==> config.mk <==
export PLATFORM = sky130hd
export DESIGN_NAME = yutorina_if_stage
export DESIGN_NICKNAME = d
export VERILOG_FILES = /design/src/rtl/yutorina_if_stage.sv
export SDC_FILE = /design/constraint.sdc
export NUM_CORES = 1
export LEC_CHECK = 0
export CORE_MARGIN = 2
export CORE_UTILIZATION = 47
export CTS_BUF_LIST = sky130_fd_sc_hd__clkbuf_4 sky130_fd_sc_hd__clkbuf_8 sky130_fd_sc_hd__clkbuf_16
export DETAILED_ROUTE_END_ITERATION = 8
export HOLD_SLACK_MARGIN = 0.03
export PLACE_DENSITY = 0.81
export RECOVER_POWER = 50
export SYNTH_ARGS = -nofsm -noshare
export SYNTH_HDL_FRONTEND = slang
export SYNTH_SLANG_ARGS = --single-unit
==> constraint.sdc <==
create_clock -name clk -period 2.05 [get_ports clk]
set_clock_uncertainty 0.05 [all_clocks]
set_input_delay 0.615 -clock clk [delete_from_list [all_inputs] [get_ports clk]]
set_output_delay 0.615 -clock clk [all_outputs]
set_load 0.02 [all_outputs]
==> src/rtl/yutorina_if_stage.sv <==
// Instruction-fetch stage with IF/ID register: owns the PC, fetches one word per ack,
// applies decoder branches (one delay slot) and flush redirects. Optional: IF_BUS_TIMEOUT_EN.
module yutorina_if_stage #(
  parameter logic [29:0] RESET_VECTOR   = 30'h0000_0000,
  parameter int          TIMEOUT_CYCLES = 255
) (
  input  logic        clk,
  input  logic        reset_,
  input  logic        stall,
  input  logic        flush,
  input  logic [29:0] new_pc,
  input  logic        br_taken,
  input  logic [29:0] br_addr,
  output logic        imem_req,
  output logic [29:0] imem_addr,
  input  logic        imem_rdy,
  input  logic [31:0] imem_rd_data,
  output logic [31:0] if_insn,
  output logic [29:0] if_pc,
  output logic        if_en,
  output logic        busy,
  output logic        if_bus_err
);

  localparam logic [31:0] ISA_NOP = 32'h0000_0000;

  typedef enum logic {SEQ, BR_PEND} state_t;

  function automatic logic [29:0] inc_pc(input logic [29:0] pc);
    return pc + 30'd1;
  endfunction

  state_t      state_q, state_d;
  logic [29:0] pc_p0, pc_p0_d;
  logic [29:0] br_target_q, br_target_d;
  logic [31:0] insn_p1, insn_p1_d;
  logic [29:0] npc_p1, npc_p1_d;
  logic        vld_p1, vld_p1_d;
`ifdef IF_BUS_TIMEOUT_EN
  logic [15:0] tmo_q, tmo_d;
  logic        err_p1, err_p1_d;
`endif

  assign imem_req  = !stall && !flush && reset_;
  assign imem_addr = pc_p0;
  assign busy      = imem_req && !imem_rdy;
  assign if_insn   = insn_p1;
  assign if_pc     = npc_p1;
  assign if_en     = vld_p1;
`ifdef IF_BUS_TIMEOUT_EN
  assign if_bus_err = err_p1;
`else
  assign if_bus_err = 1'b0;
`endif

  always_comb begin
    state_d     = state_q;
    pc_p0_d     = pc_p0;
    br_target_d = br_target_q;
    insn_p1_d   = insn_p1;
    npc_p1_d    = npc_p1;
    vld_p1_d    = vld_p1;
`ifdef IF_BUS_TIMEOUT_EN
    tmo_d       = tmo_q;
    err_p1_d    = err_p1;
`endif
    if (flush) begin
      pc_p0_d   = new_pc;
      insn_p1_d = ISA_NOP;
      vld_p1_d  = 1'b0;
      state_d   = SEQ;
`ifdef IF_BUS_TIMEOUT_EN
      tmo_d     = '0;
      err_p1_d  = 1'b0;
`endif
    end else if (stall) begin
`ifdef IF_BUS_TIMEOUT_EN
      tmo_d = '0;
`endif
    end else if (imem_rdy) begin
      insn_p1_d = imem_rd_data;
      npc_p1_d  = inc_pc(pc_p0);
      vld_p1_d  = 1'b1;
`ifdef IF_BUS_TIMEOUT_EN
      tmo_d     = '0;
      err_p1_d  = 1'b0;
`endif
      if (state_q == BR_PEND) begin
        pc_p0_d = br_target_q;
        state_d = SEQ;
      end else if (br_taken) begin
        pc_p0_d = br_addr;
      end else begin
        pc_p0_d = inc_pc(pc_p0);
      end
    end else begin
      insn_p1_d = ISA_NOP;
      vld_p1_d  = 1'b0;
      // Remember the target so the delay slot is still fetched from the current pc.
      if (state_q == SEQ && br_taken) begin
        br_target_d = br_addr;
        state_d     = BR_PEND;
      end
`ifdef IF_BUS_TIMEOUT_EN
      err_p1_d = 1'b0;
      if (tmo_q == 16'(TIMEOUT_CYCLES - 1)) begin
        vld_p1_d = 1'b1;
        err_p1_d = 1'b1;
        npc_p1_d = inc_pc(pc_p0);
        tmo_d    = '0;
      end else begin
        tmo_d = tmo_q + 16'd1;
      end
`endif
    end
  end

  // IF/ID boundary
  always_ff @(posedge clk or negedge reset_) begin
    if (!reset_) begin
      state_q     <= SEQ;
      pc_p0       <= RESET_VECTOR;
      br_target_q <= '0;
      insn_p1     <= ISA_NOP;
      npc_p1      <= RESET_VECTOR;
      vld_p1      <= 1'b0;
`ifdef IF_BUS_TIMEOUT_EN
      tmo_q       <= '0;
      err_p1      <= 1'b0;
`endif
    end else begin
      state_q     <= state_d;
      pc_p0       <= pc_p0_d;
      br_target_q <= br_target_d;
      insn_p1     <= insn_p1_d;
      npc_p1      <= npc_p1_d;
      vld_p1      <= vld_p1_d;
`ifdef IF_BUS_TIMEOUT_EN
      tmo_q       <= tmo_d;
      err_p1      <= err_p1_d;
`endif
    end
  end

endmodule

# [Word-level counts from Yosys, hierarchy flattened]
# Index checks and enable logic that the tools add are counted.
[op_classes] n_mux=15 n_eq_ne=1 n_reduce_logical=13 n_bitwise=4 n_addsub=1
[ops] op="$mux 30" count=5
[ops] op="$mux 32" count=3
[ops] op="$add 30x1->30 const B" count=1
[ops] op="$mux 1" count=7
[ops] op="$logic_and 1x1->1" count=4
[ops] op="$not 1->1" count=4
[ops] op="$reduce_and 2->1" count=2
[ops] op="$reduce_and 4->1" count=1
[ops] op="$logic_not 1->1" count=3
[ops] op="$reduce_and 3->1" count=1
[ops] op="$reduce_bool 3->1" count=1
[ops] op="$ne 2x1->1 const B" count=1
[ops] op="$reduce_bool 2->1" count=1
[totals] out_inout_bits=96 ff_bits=124 word_cells=40

# [Depth between registers and ports, before layout]
# Gate-level depths: netlist of the first run.
[logic_depth] depth_word=6 mapped_depth=7

# [Worst setup path after synthesis of the first run]
# No wires, ideal clock.
[synth_path] kind="input -> output" start="input port flush" end="output port busy" required_time_ns=1.385 arrival_time_ns=1.525 path_slack_ns=-0.140 path_stages=4 cell_sequence="buf_2 > nor2_1 > and2_1 > nor2b_1"
[synth_between] elab_chain_cells=4
[synth_rtl] element="from (decl)" line="10" source="input logic flush,"
[synth_rtl] element="$logic_not 1->1" line="44" source="assign imem_req = !stall && !flush && reset_;"
[synth_rtl] element="$logic_and 1x1->1 (2 in series)" line="44"
[synth_rtl] element="net imem_req" line="14" source="output logic imem_req,"
[synth_rtl] element="$logic_and 1x1->1" line="46" source="assign busy = imem_req && !imem_rdy;"
[synth_rtl] element="to (decl)" line="21" source="output logic busy,"
# The timed path passes the listed nets, and every way through them passes these cells.

# [Final worst setup path of the first run]
[layout_path] start="register npc_p1[18], in the netlist if_pc[18]" end="output port if_pc[18]"
[layout_lines] element="from (decl)" line="37" source="logic [29:0] npc_p1, npc_p1_d;"
[layout_lines] element="from (signal assigned)" line="136" source="npc_p1 <= npc_p1_d;"
[layout_lines] element="to (decl)" line="19" source="output logic [29:0] if_pc,"
# No word-level cell between the ends.

==> summary.txt, run 1 <==
Worst setup path
  • CP arrival: 1.36 ns
  • Top Family by Delay on Critical Path: buffers and inverters
  • Max FO, Critical Path: 2
  • CP max stage cell: clkdlybuf4s50_1
  • Critical path launch point type: register
  • Crit path cell chain: clkdlybuf4s50_1
  • Max incr delay on CP: 0.60 ns
  • Worst Path Required: 1.38 ns
  • CP Buf/Inv Count: 1
  • Crit Path Class: reg2out
  • CP Capture Type: output pin
  • R2R cell count: 7
  • Crit path depth: 1

Synth
  • Yosys Warn Count: 0
  • Ys async rst share: 100.0%
  • Syn_nets: 708
  • Yosys reg bits: 124
  • EDFF count, synth: 0
  • Post-synth top flop: dfrtp_1
  • Syn Inst Count: 609
  • Post-synthesis sequential area ratio: 50.53%
  • Syn Area/Cell: 10.08 µm²
  • Synthesized area: 0.006141 mm²
  • Yosys cell types: 60

Drt
  • Iter 0 DRT Violations: 433
  • DRC violations left: 0
  • 1st-pass router iterations: 5
  • Vias: 5942
  • DR WL/cell: 19.65 µm
  • Vias per cell: 5.719
  • Final wirelength: 20.41 mm
  • DRT antenna net count: 0

CTS
  • H-tree depth: 4
  • CTS tree: yes
  • Clock Tree Buf Depth: 2
  • Number of CTS-inserted buffers: 17
  • Clock sinks: 124
  • Reg clk slew, reported paths: 0.06 ns
  • Clock Latency Late Sink: 0.42 ns
  • Clock root buffer master: clkbuf_16

Floorplanning
  • Total core area: 0.01267 mm²
  • Die extent in y: 118.3 µm
  • Initial core utilization: 48.46%
  • I/O pin count: 194
  • Die Footprint: 0.01400 mm²
  • Die width: 118.3 µm
  • FP Rows: 41

Power and ir drop
  • LEAKAGE: 4.153 nW
  • Worst-case vdd ir drop: 570.6 µV
  • Clk pwr share: 39.8%
  • Internal: 5.519 mW
  • Combinational share of power: 21.1%
  • Sequential power share: 39.1%
  • Switching part of the total: 29.84%
  • Pwr Density: 860.3 mW/mm²
  • Psw: 2.348 mW

Timing
  • Fin. max-slew vios: 0
  • Worst-margin pin slew: 1.376 ns
  • Final Cycle Share: 98.54%
  • Relative max-transition margin: 8.265%
  • Final setup violation count: 0
  • Highest Clock Rate: 495.0 MHz
  • Fin. Hold Viols: 0
  • RSZ-0062 raised after global routing: no
  • Shortest period the worst path allows: 2.020 ns

Finish
  • Fin nets: 953
  • Fin area: 0.009144 mm²
  • Most common cell after layout, fill and taps aside: dfrtp_1
  • Fraction of layout cells with a size suffix above 1: 17.19%
  • Final design utilization: 72.16%
  • Most frequent cells in the layout: dfrtp_1, clkdlybuf4s50_1, buf_4
  • N_diodes: 0
  • Synth-to-Final Area Change: 48.90%
  • # fillers: 955

Global routing
  • GRT Residual Overflow: 0
  • Initial antenna violation count: 0
  • Maximum number of pins on one net before global-route repair: 64
  • Number of global-route vias before repair: 6014
  • Global-route wire length before repair: 32.51 mm
  • GRT Total Usage: 29.74%

Placed design
  • Gp weighted congestion: 0.9377
  • Port bufs: 192
  • HPWL Detailed: 15.05 mm
  • Post-DP Area: 0.008692 mm²

Min path
  • Tightest Hold Check Type: reg2reg
  • Min-Delay Path Depth: 2

Status
  • Status: completed

Flow run
  • Max_cap viols: 0
## repair_timing
item,4_1_cts,5_1_grt
buffers inserted,4,0
hold endpoints to repair,0,0
pin swaps,1,2
setup endpoints to repair,108,74
hold buffers,0,0
resized for setup,86,32
## through the flow
stage	TNS, ns	power, mW	setup slack [ns]	hold slack, ns	instances
floorplan	0	3.918	0.05758	0.2694	609
global placement	-36.93	4.871	-0.6752	0.4104	1003
detailed placement	-42.79	4.936	-0.7075	0.4200	1003
CTS	-0.03796	7.960	-0.03796	0.4322	1039
global route	0	8.183	0.002366	0.4529	1039
finish	0	7.866	0.02987	0.4257	1039
## final cells by class
| class | count | area [µm²] | share of cell area (%) |
|---|---|---|---|
| Inverter | 10 | 37.54 | 0.4105 |
| Tap cell | 172 | 215.2 | 2.354 |
| Multi-Input combinational cell | 427 | 2836 | 31.02 |
| Timing Repair Buffer | 274 | 2331 | 25.49 |
| Clock inverter | 13 | 166.4 | 1.820 |
| Sequential cell | 124 | 3104 | 33.95 |
| Clock buffer | 19 | 452.9 | 4.953 |
## per-layer routing
layer	up-vias	track usage (%)	part of all wire, %
li1	2727	-	-
met1	2871	38.77	42
met2	294	48.16	47
met3	50	7.191	7.6
met4	0	11.07	2.9
met5	-	0	0
## synth_stat cells (8+ instances only)
cell,n,area share (%)
mux2_1,22,4.0
nand2_1,70,4.3
nand3_1,10,0.82
o21ai_1,18,1.5
nor2_1,30,1.8
and3_1,9,0.92
xor2_1,11,1.6
nand4_1,12,1.2
o21ai_0,38,3.1
nor3_1,20,1.6
a21oi_1,40,3.3
dfrtp_1,124,51
a22o_1,33,4.7
xnor2_1,12,1.7
inv_1,8,0.49
buf_2,13,1.1
a221oi_1,10,1.4
clkbuf_1,28,1.7
## path summary, 6_finish.rpt
check | startpoint | to | slack, ns
min reg2reg | if_pc[20]$_DFFE_PN0P_ | if_pc[20]$_DFFE_PN0P_ | 0.43
max in group asynchronous | reset_ | if_insn[10]$_DFFE_PN0P_ | 0.31
max | if_pc[18]$_DFFE_PN0P_ | if_pc[18] | 0.03
min | if_pc[20]$_DFFE_PN0P_ | if_pc[20]$_DFFE_PN0P_ | 0.43
min in group asynchronous | reset_ | br_target_q[22]$_DFFE_PN0P_ | 0.60
max reg2reg | imem_addr[1]$_DFFE_PN0P_ | imem_addr[14]$_DFFE_PN0P_ | 0.15
## kinds of logic (layout without fill, tap and decap cells)
logic type / after synthesis / count (layout) / share of synthesized area, %
compound gates: 186 / 186 / 20.05
simple gates: 183 / 183 / 15.91
flops: 124 / 124 / 50.53
buf+inv: 58 / 316 / 3.993
mux: 33 / 33 / 5.970
xor+xnor: 23 / 23 / 3.280
fa+ha+maj: 1 / 1 / 0.2037
other cells: 1 / 1 / 0.06107
## power by group through the flow
stage	Sequential, mW	Combinational [mW]	Clock [mW]
3_5_place_dp	3.11	1.83	0
6_report	3.08	1.66	3.13
2_1_floorplan	3.31	0.610	0
4_1_cts	3.07	1.75	3.14
3_3_place_gp	3.09	1.78	0
5_1_grt	3.12	1.79	3.27
## state kept, by name, summed over array words and instances, names as in the netlist
name,flops
if_pc,30
imem_addr,30
if_insn,32
state_q,1
br_target_q,30
if_en,1
Note: power is estimated with default switching activity, not from simulation.
==> inputs of run 2 (changes only) <==
- CTS_CLUSTER_DIAMETER: unset -> 80
- GPL_TIMING_DRIVEN: unset -> 0
==> run 2 against run 1 <==
The flow now finishes with violations (negative setup slack). Clock power about the same. Cell count fell by 2.1%. Sequential power about the same. Fmax fell by 2.9%. Setup slack worse by 0.059 ns. Hold slack worse by 0.35 ns. Critical endpoint is now busy. Largest power group unchanged. Highest routed layer unchanged.
==> summary.txt, run 2 (synthesis results as in run 1) <==
Drt
  • Vias: 6217 (+4.6%)
  • Vias per cell: 6.113 (+6.9%)
  • DR WL/cell: 22.47 µm (+14%)
  • Iter 0 DRT Violations: 688 (+59%)
  • DRC violations left: 0 (unchanged)
  • 1st-pass router iterations: 5 (unchanged)
  • DRT antenna net count: 0 (unchanged)
  • Final wirelength: 22.85 mm (+12%)

Timing
  • Worst-margin pin slew: 1.212 ns (-0.1644 ns)
  • Hold WS: 0.07348 ns (-0.3522 ns)
  • Shortest period the worst path allows: 2.080 ns (+0.05942 ns)
  • Relative max-transition margin: 19.23% (+11 points)
  • Final setup violation count: 1 (+1)
  • Final Cycle Share: 101.4% (+2.9 points)
  • Highest Clock Rate: 480.9 MHz (-2.9%)
  • RSZ-0062 raised after global routing: yes
  • Fin. Hold Viols: 0 (unchanged)
  • Fin. max-slew vios: 0 (unchanged)
  • Setup ws final: -0.02955 ns (-0.05942 ns)
  • Setup TNS: -0.02955 ns (-0.02955 ns)

Min path
  • Tightest Hold Check Type: in2async

Placed design
  • DP Worst Slack: -1.052 ns (-0.3449 ns)
  • Port bufs: 190 (-1.0%)
  • HPWL Detailed: 16.18 mm (+7.5%)
  • Dpl cells: 972 (-3.1%)
  • Gp weighted congestion: 0.9793 (+4.4%)

CTS
  • Clock Tree Buf Depth: 2 (unchanged)
  • CTS tree: yes
  • Clock sinks: 124 (unchanged)
  • Clock root buffer master: clkbuf_16
  • H-tree depth: 4 (unchanged)
  • Clock Latency Late Sink: 0.43 ns (about the same)
  • Number of CTS-inserted buffers: 17 (unchanged)
  • Reg clk slew, reported paths: 0.06 ns (about the same)

Floorplanning
  • Die extent in y: 118.3 µm (unchanged)
  • Total core area: 0.01267 mm² (unchanged)
  • I/O pin count: 194 (unchanged)
  • Initial core utilization: 48.46% (unchanged)
  • FP Rows: 41 (unchanged)
  • Die width: 118.3 µm (unchanged)
  • Die Footprint: 0.01400 mm² (unchanged)

Power and ir drop
  • Clk pwr share: 39.7% (about the same)
  • Combinational share of power: 21.6% (+0.5 points)
  • Internal: 5.539 mW (+0.38%)
  • Worst-case vdd ir drop: 486.2 µV (-15%)
  • LEAKAGE: 4.289 nW (+3.3%)
  • Sequential power share: 38.7% (-0.4 points)
  • Pwr Density: 874.3 mW/mm² (+1.6%)
  • Psw: 2.403 mW (+2.4%)
  • Switching part of the total: 30.25% (+0.41 points)

Flow run
  • Max_cap viols: 0 (unchanged)

Worst setup path
  • Crit Path Class: in2out
  • Worst Path Required: 1.38 ns (about the same)
  • Reg-to-reg slack, setup: 0.06 ns (-0.09 ns)
  • Reg2reg end: br_target_q[2]$_DFFE_PN0P_
  • Max FO, Critical Path: 6 (+4)
  • CP Capture Type: output pin
  • Worst setup path startpoint: stall
  • Critical path launch point type: input pin
  • R2R cell count: 6 (-1)
  • Worst r2r src: state_q$_DFFE_PN0P_
  • CP arrival: 1.41 ns (+0.05 ns)

Finish
  • # fillers: 996 (+4.3%)
  • Finished Layout Cells: 1017 (-2.1%)
  • Most common cell after layout, fill and taps aside: dfrtp_1
  • Fin nets: 931 (-2.3%)
  • Area occupied by multi-input gates: 0.002860 mm² (+0.84%)
  • Most frequent cells in the layout: dfrtp_1, clkdlybuf4s50_1, dlygate4sd2_1
  • N_diodes: 0 (unchanged)
  • Fraction of layout cells with a size suffix above 1: 13.49% (-3.7 points)
  • Reg area: 0.003108 mm² (+0.12%)
  • Synth-to-Final Area Change: 47.92%
  • Max reg flops: 32 (unchanged)

Global routing
  • Maximum number of pins on one net before global-route repair: 43 (-33%)
  • Global-route wire length before repair: 34.65 mm (+6.6%)
  • GRT Residual Overflow: 0 (unchanged)
  • Number of global-route vias before repair: 6080 (+1.1%)
  • Initial antenna violation count: 0 (unchanged)
  • GRT Total Usage: 32.72% (+3.0 points)

Status
  • Status: complete, but fails checks
  • Failing checks: negative setup slack
## run 2: cell count changes in the layout (fill, tap and decap cells not counted), sizes merged
| cell | before | now |
|---|---|---|
| clkinvlp | 3 | 1 |
| inv | 10 | 11 |
| buf | 79 | 35 |
| dlygate4sd3 | 0 | 1 |
| clkbuf | 45 | 49 |
| dlymetal6s2s | 1 | 21 |
| clkdlybuf4s50 | 96 | 93 |
| clkdlybuf4s15 | 0 | 1 |
## run 2: layout make-up
class | instances | share of cell area (%)
well taps | 172 | 2.369
clock inverters | 12 | 1.804
repair buffers | 206 | 22.11
multi-input cells | 427 | 31.49
plain buffers | 46 | 2.590
inverters | 10 | 0.4270
clock buffers | 20 | 5.000
flip-flops and latches | 124 | 34.21
## run 2: repair_timing
action                     in CTS  in global routing
hold buffers                    1                  0
resized for setup             110                 41
cloned                          4                  0
pin swaps                       2                  3
setup buffers                   4                  6
setup endpoints to repair     174                 98
hold endpoints to repair       19                  0
## run 2: how the worst max path moves through the flow
stage,to
floorplan,busy
global placement,busy
detailed placement,busy
CTS,busy
global route,busy
finish,busy
## run 2: critical path: stages
cell             delay [ns]
clkdlybuf4s15_2        0.25
nor2_2                 0.13
and2_2                 0.16
nor2b_4                0.14
buf_6                  0.12
## run 2: power groups by stage
stage	clock network, mW	registers (mW)	logic (mW)
floorplan	0	3.31	0.610
global placement	0	3.09	1.72
detailed placement	0	3.11	1.77
CTS	3.16	3.06	1.73
global route	3.27	3.12	1.83
finish	3.16	3.07	1.71
## run 2: stage by stage
stage / power (mW) / utilization, % / area (µm²)
finish: 7.942 / 71.69 / 9084
global route: 8.210 / 71.69 / 9084
CTS: 7.945 / 71.41 / 9049
detailed placement: 4.874 / 65.47 / 8295
global placement: 4.810 / 65.24 / 8267
floorplan: 3.918 / - / 6150
## run 2: per-layer routing
metal  global-route usage [%]  share of wire, %  vias to the layer above  wire length (µm)
li1                         -                 -                     2684                 -
met1                    40.70                39                     2983              8901
met2                    53.00                47                      459             10630
met3                    9.459                10                       91              2393
met4                    14.46               4.1                        0               928
met5                        0                 0                        -                 0
==> inputs of run 3 (changes only) <==
- SLEW_MARGIN: unset -> 20
==> run 3 against run 2 <==
The run now ends clean. Clock power is essentially flat. Utilization shrank 1.2 points. Count of clock-buffer cells in the layout is the same. Via count grew 0.63%. Combinational power shrank 2%. Final area shrank 1.6%. Cell count shrank 0.29%.
==> summary.txt, run 3 (synthesis results as in run 1) <==
Global routing
  • GRT Residual Overflow: 0 (unchanged)
  • Global-route wire length before repair: 35.47 mm (+2.4%)
  • M1 GR Usage: 41.76% (+1.1 points)
  • Maximum number of pins on one net before global-route repair: 42 (-2.3%)
  • Initial antenna violation count: 0 (unchanged)
  • GRT Total Usage: 33.32% (+0.60 points)
  • Most used routing layer: met2
  • Grt met2 use: 52.31% (-0.69 points)
  • Routing usage on met3: 8.784% (-0.68 points)
  • Number of global-route vias before repair: 6354 (+4.5%)

Drt
  • 1st-pass router iterations: 8 (+3)
  • DRT antenna net count: 0 (unchanged)
  • DRC violations left: 0 (unchanged)
  • Final wirelength: 23.28 mm (+1.9%)
  • DR WL/cell: 22.96 µm (+2.2%)
  • Iter 0 DRT Violations: 657 (-4.5%)
  • Vias: 6256 (+0.63%)
  • Vias per cell: 6.170 (+0.93%)

Worst setup path
  • Max incr delay on CP: 0.47 ns (+0.22 ns)
  • Top Family by Delay on Critical Path: buffers and inverters
  • Crit path cell chain: nand2b_1 > buf_2 > nor4_4 > buf_4 > buf_6 > mux2_1
  • CP Buf/Inv Count: 3 (+1)
  • Worst setup path startpoint: state_q$_DFFE_PN0P_
  • CP Capture Type: register
  • Critical path launch point type: register
  • CP max stage cell: dfrtp_2
  • Crit Path Class: reg2reg
  • Reg-to-reg slack, setup: 0.01 ns (-0.05 ns)
  • CP arrival: 2.29 ns (+0.88 ns)
  • Max FO, Critical Path: 10 (+4)
  • R2R cell count: 6 (unchanged)
  • Worst r2r src: state_q$_DFFE_PN0P_
  • Worst Path Required: 2.30 ns (+0.92 ns)
  • Reg2reg end: br_target_q[16]$_DFFE_PN0P_

Power and ir drop
  • LEAKAGE: 3.991 nW (-7.0%)
  • Worst-case vdd ir drop: 567.2 µV (+17%)
  • Pwr Density: 887.0 mW/mm² (+1.5%)

Timing
  • Worst-margin pin slew: 1.223 ns (+0.01118 ns)
  • Final Cycle Share: 99.39% (-2.1 points)
  • Highest Clock Rate: 490.8 MHz (+2.1%)
  • Fin. max-slew vios: 0 (unchanged)
  • Fin. Hold Viols: 0 (unchanged)
  • Final setup violation count: 0 (-1)
  • Shortest period the worst path allows: 2.037 ns (-0.04206 ns)
  • Setup TNS: 0 ns (+0.02955 ns)
  • Relative max-transition margin: 18.48% (-0.75 points)
  • Hold WS: 0.07701 ns (+0.003530 ns)

Finish
  • Most frequent cells in the layout: dfrtp_1, clkdlybuf4s50_1, dlygate4sd2_1
  • Fraction of layout cells with a size suffix above 1: 13.30% (-0.19 points)
  • Synth-to-Final Area Change: 45.50%
  • Fin nets: 928 (-0.32%)
  • Most common cell after layout, fill and taps aside: dfrtp_1
  • Max reg flops: 32 (unchanged)
  • N_diodes: 0 (unchanged)

Flow run
  • Max_cap viols: 0 (unchanged)

Placed design
  • HPWL Detailed: 16.18 mm (about the same)
  • Port bufs: 190 (unchanged)
  • Gp weighted congestion: 0.9793 (unchanged)

CTS
  • H-tree depth: 4 (unchanged)
  • Clock Tree Buf Depth: 2 (unchanged)
  • Clock sinks: 124 (unchanged)
  • CTS tree: yes
  • Clock root buffer master: clkbuf_16
  • Number of CTS-inserted buffers: 17 (unchanged)
  • Reg clk slew, reported paths: 0.06 ns (about the same)
  • Clock Latency Late Sink: 0.43 ns (about the same)

Floorplanning
  • Die width: 118.3 µm (unchanged)
  • FP Rows: 41 (unchanged)
  • Initial core utilization: 48.46% (unchanged)
  • I/O pin count: 194 (unchanged)
  • Die extent in y: 118.3 µm (unchanged)
  • Die Footprint: 0.01400 mm² (unchanged)
  • Total core area: 0.01267 mm² (unchanged)

Min path
  • Tightest Hold Check Type: in2async

Status
  • Status: completed
-- run 3: where the power goes --
| group | internal [mW] | switching [mW] | total, mW |
|---|---|---|---|
| clock network | 2.00 | 1.17 | 3.17 |
| registers | 2.80 | 0.297 | 3.09 |
| logic | 0.707 | 0.959 | 1.67 |
| total | 5.50 | 2.42 | 7.93 |
-- run 3: what timing repair did --
| action | CTS | global route |
|---|---|---|
| gates resized for setup | 116 | 45 |
| hold buffers | 1 | 0 |
| endpoints found under the setup margin | 184 | 81 |
| setup buffers | 3 | 5 |
| pin swaps | 2 | 5 |
| hold endpoints to repair | 20 | 0 |
| cloned | 4 | 0 |
-- run 3: stage by stage --
stage / power (mW) / util, % / setup slack [ns] / std cells / cell area, µm²
finish: 7.925 / 70.51 / 0.01251 / 1014 / 8935
floorplan: 3.918 / - / 0.05758 / 609 / 6150
CTS: 7.971 / 71.45 / -0.05992 / 1011 / 9054
global route: 8.181 / 70.51 / -0.02961 / 1014 / 8935
global placement: 4.810 / 65.24 / -5.237 / 971 / 8267
detailed placement: 4.873 / 65.47 / -1.072 / 972 / 8295
-- run 3: area by class of cell --
cell class	instances	area (µm²)
plain buffers	45	230.2
repair buffers	204	1839
clock inverters	12	162.7
well taps	172	215.2
inverters	10	38.79
multi-input cells	427	2880
fillers	1004	3736
flip-flops and latches	124	3108
clock buffers	20	460.4
-- run 3: worst max-delay path by stage --
stage | cells past startpoint | slack [ns] | to
finish | 6 | 0.01 | br_target_q[16]$_DFFE_PN0P_
detailed placement | 6 | -1.07 | if_pc[16]$_DFFE_PN0P_
global route | 6 | -0.03 | br_target_q[4]$_DFFE_PN0P_
global placement | 4 | -5.24 | busy
CTS | 6 | -0.06 | br_target_q[16]$_DFFE_PN0P_
floorplan | 4 | 0.06 | busy
-- run 3: metal layers --
metal / routed length, µm / vias up
li1: - / 2684
met1: 9127 / 2980
met2: 10480 / 485
met3: 2431 / 107
met4: 1241 / 0
met5: 0 / -
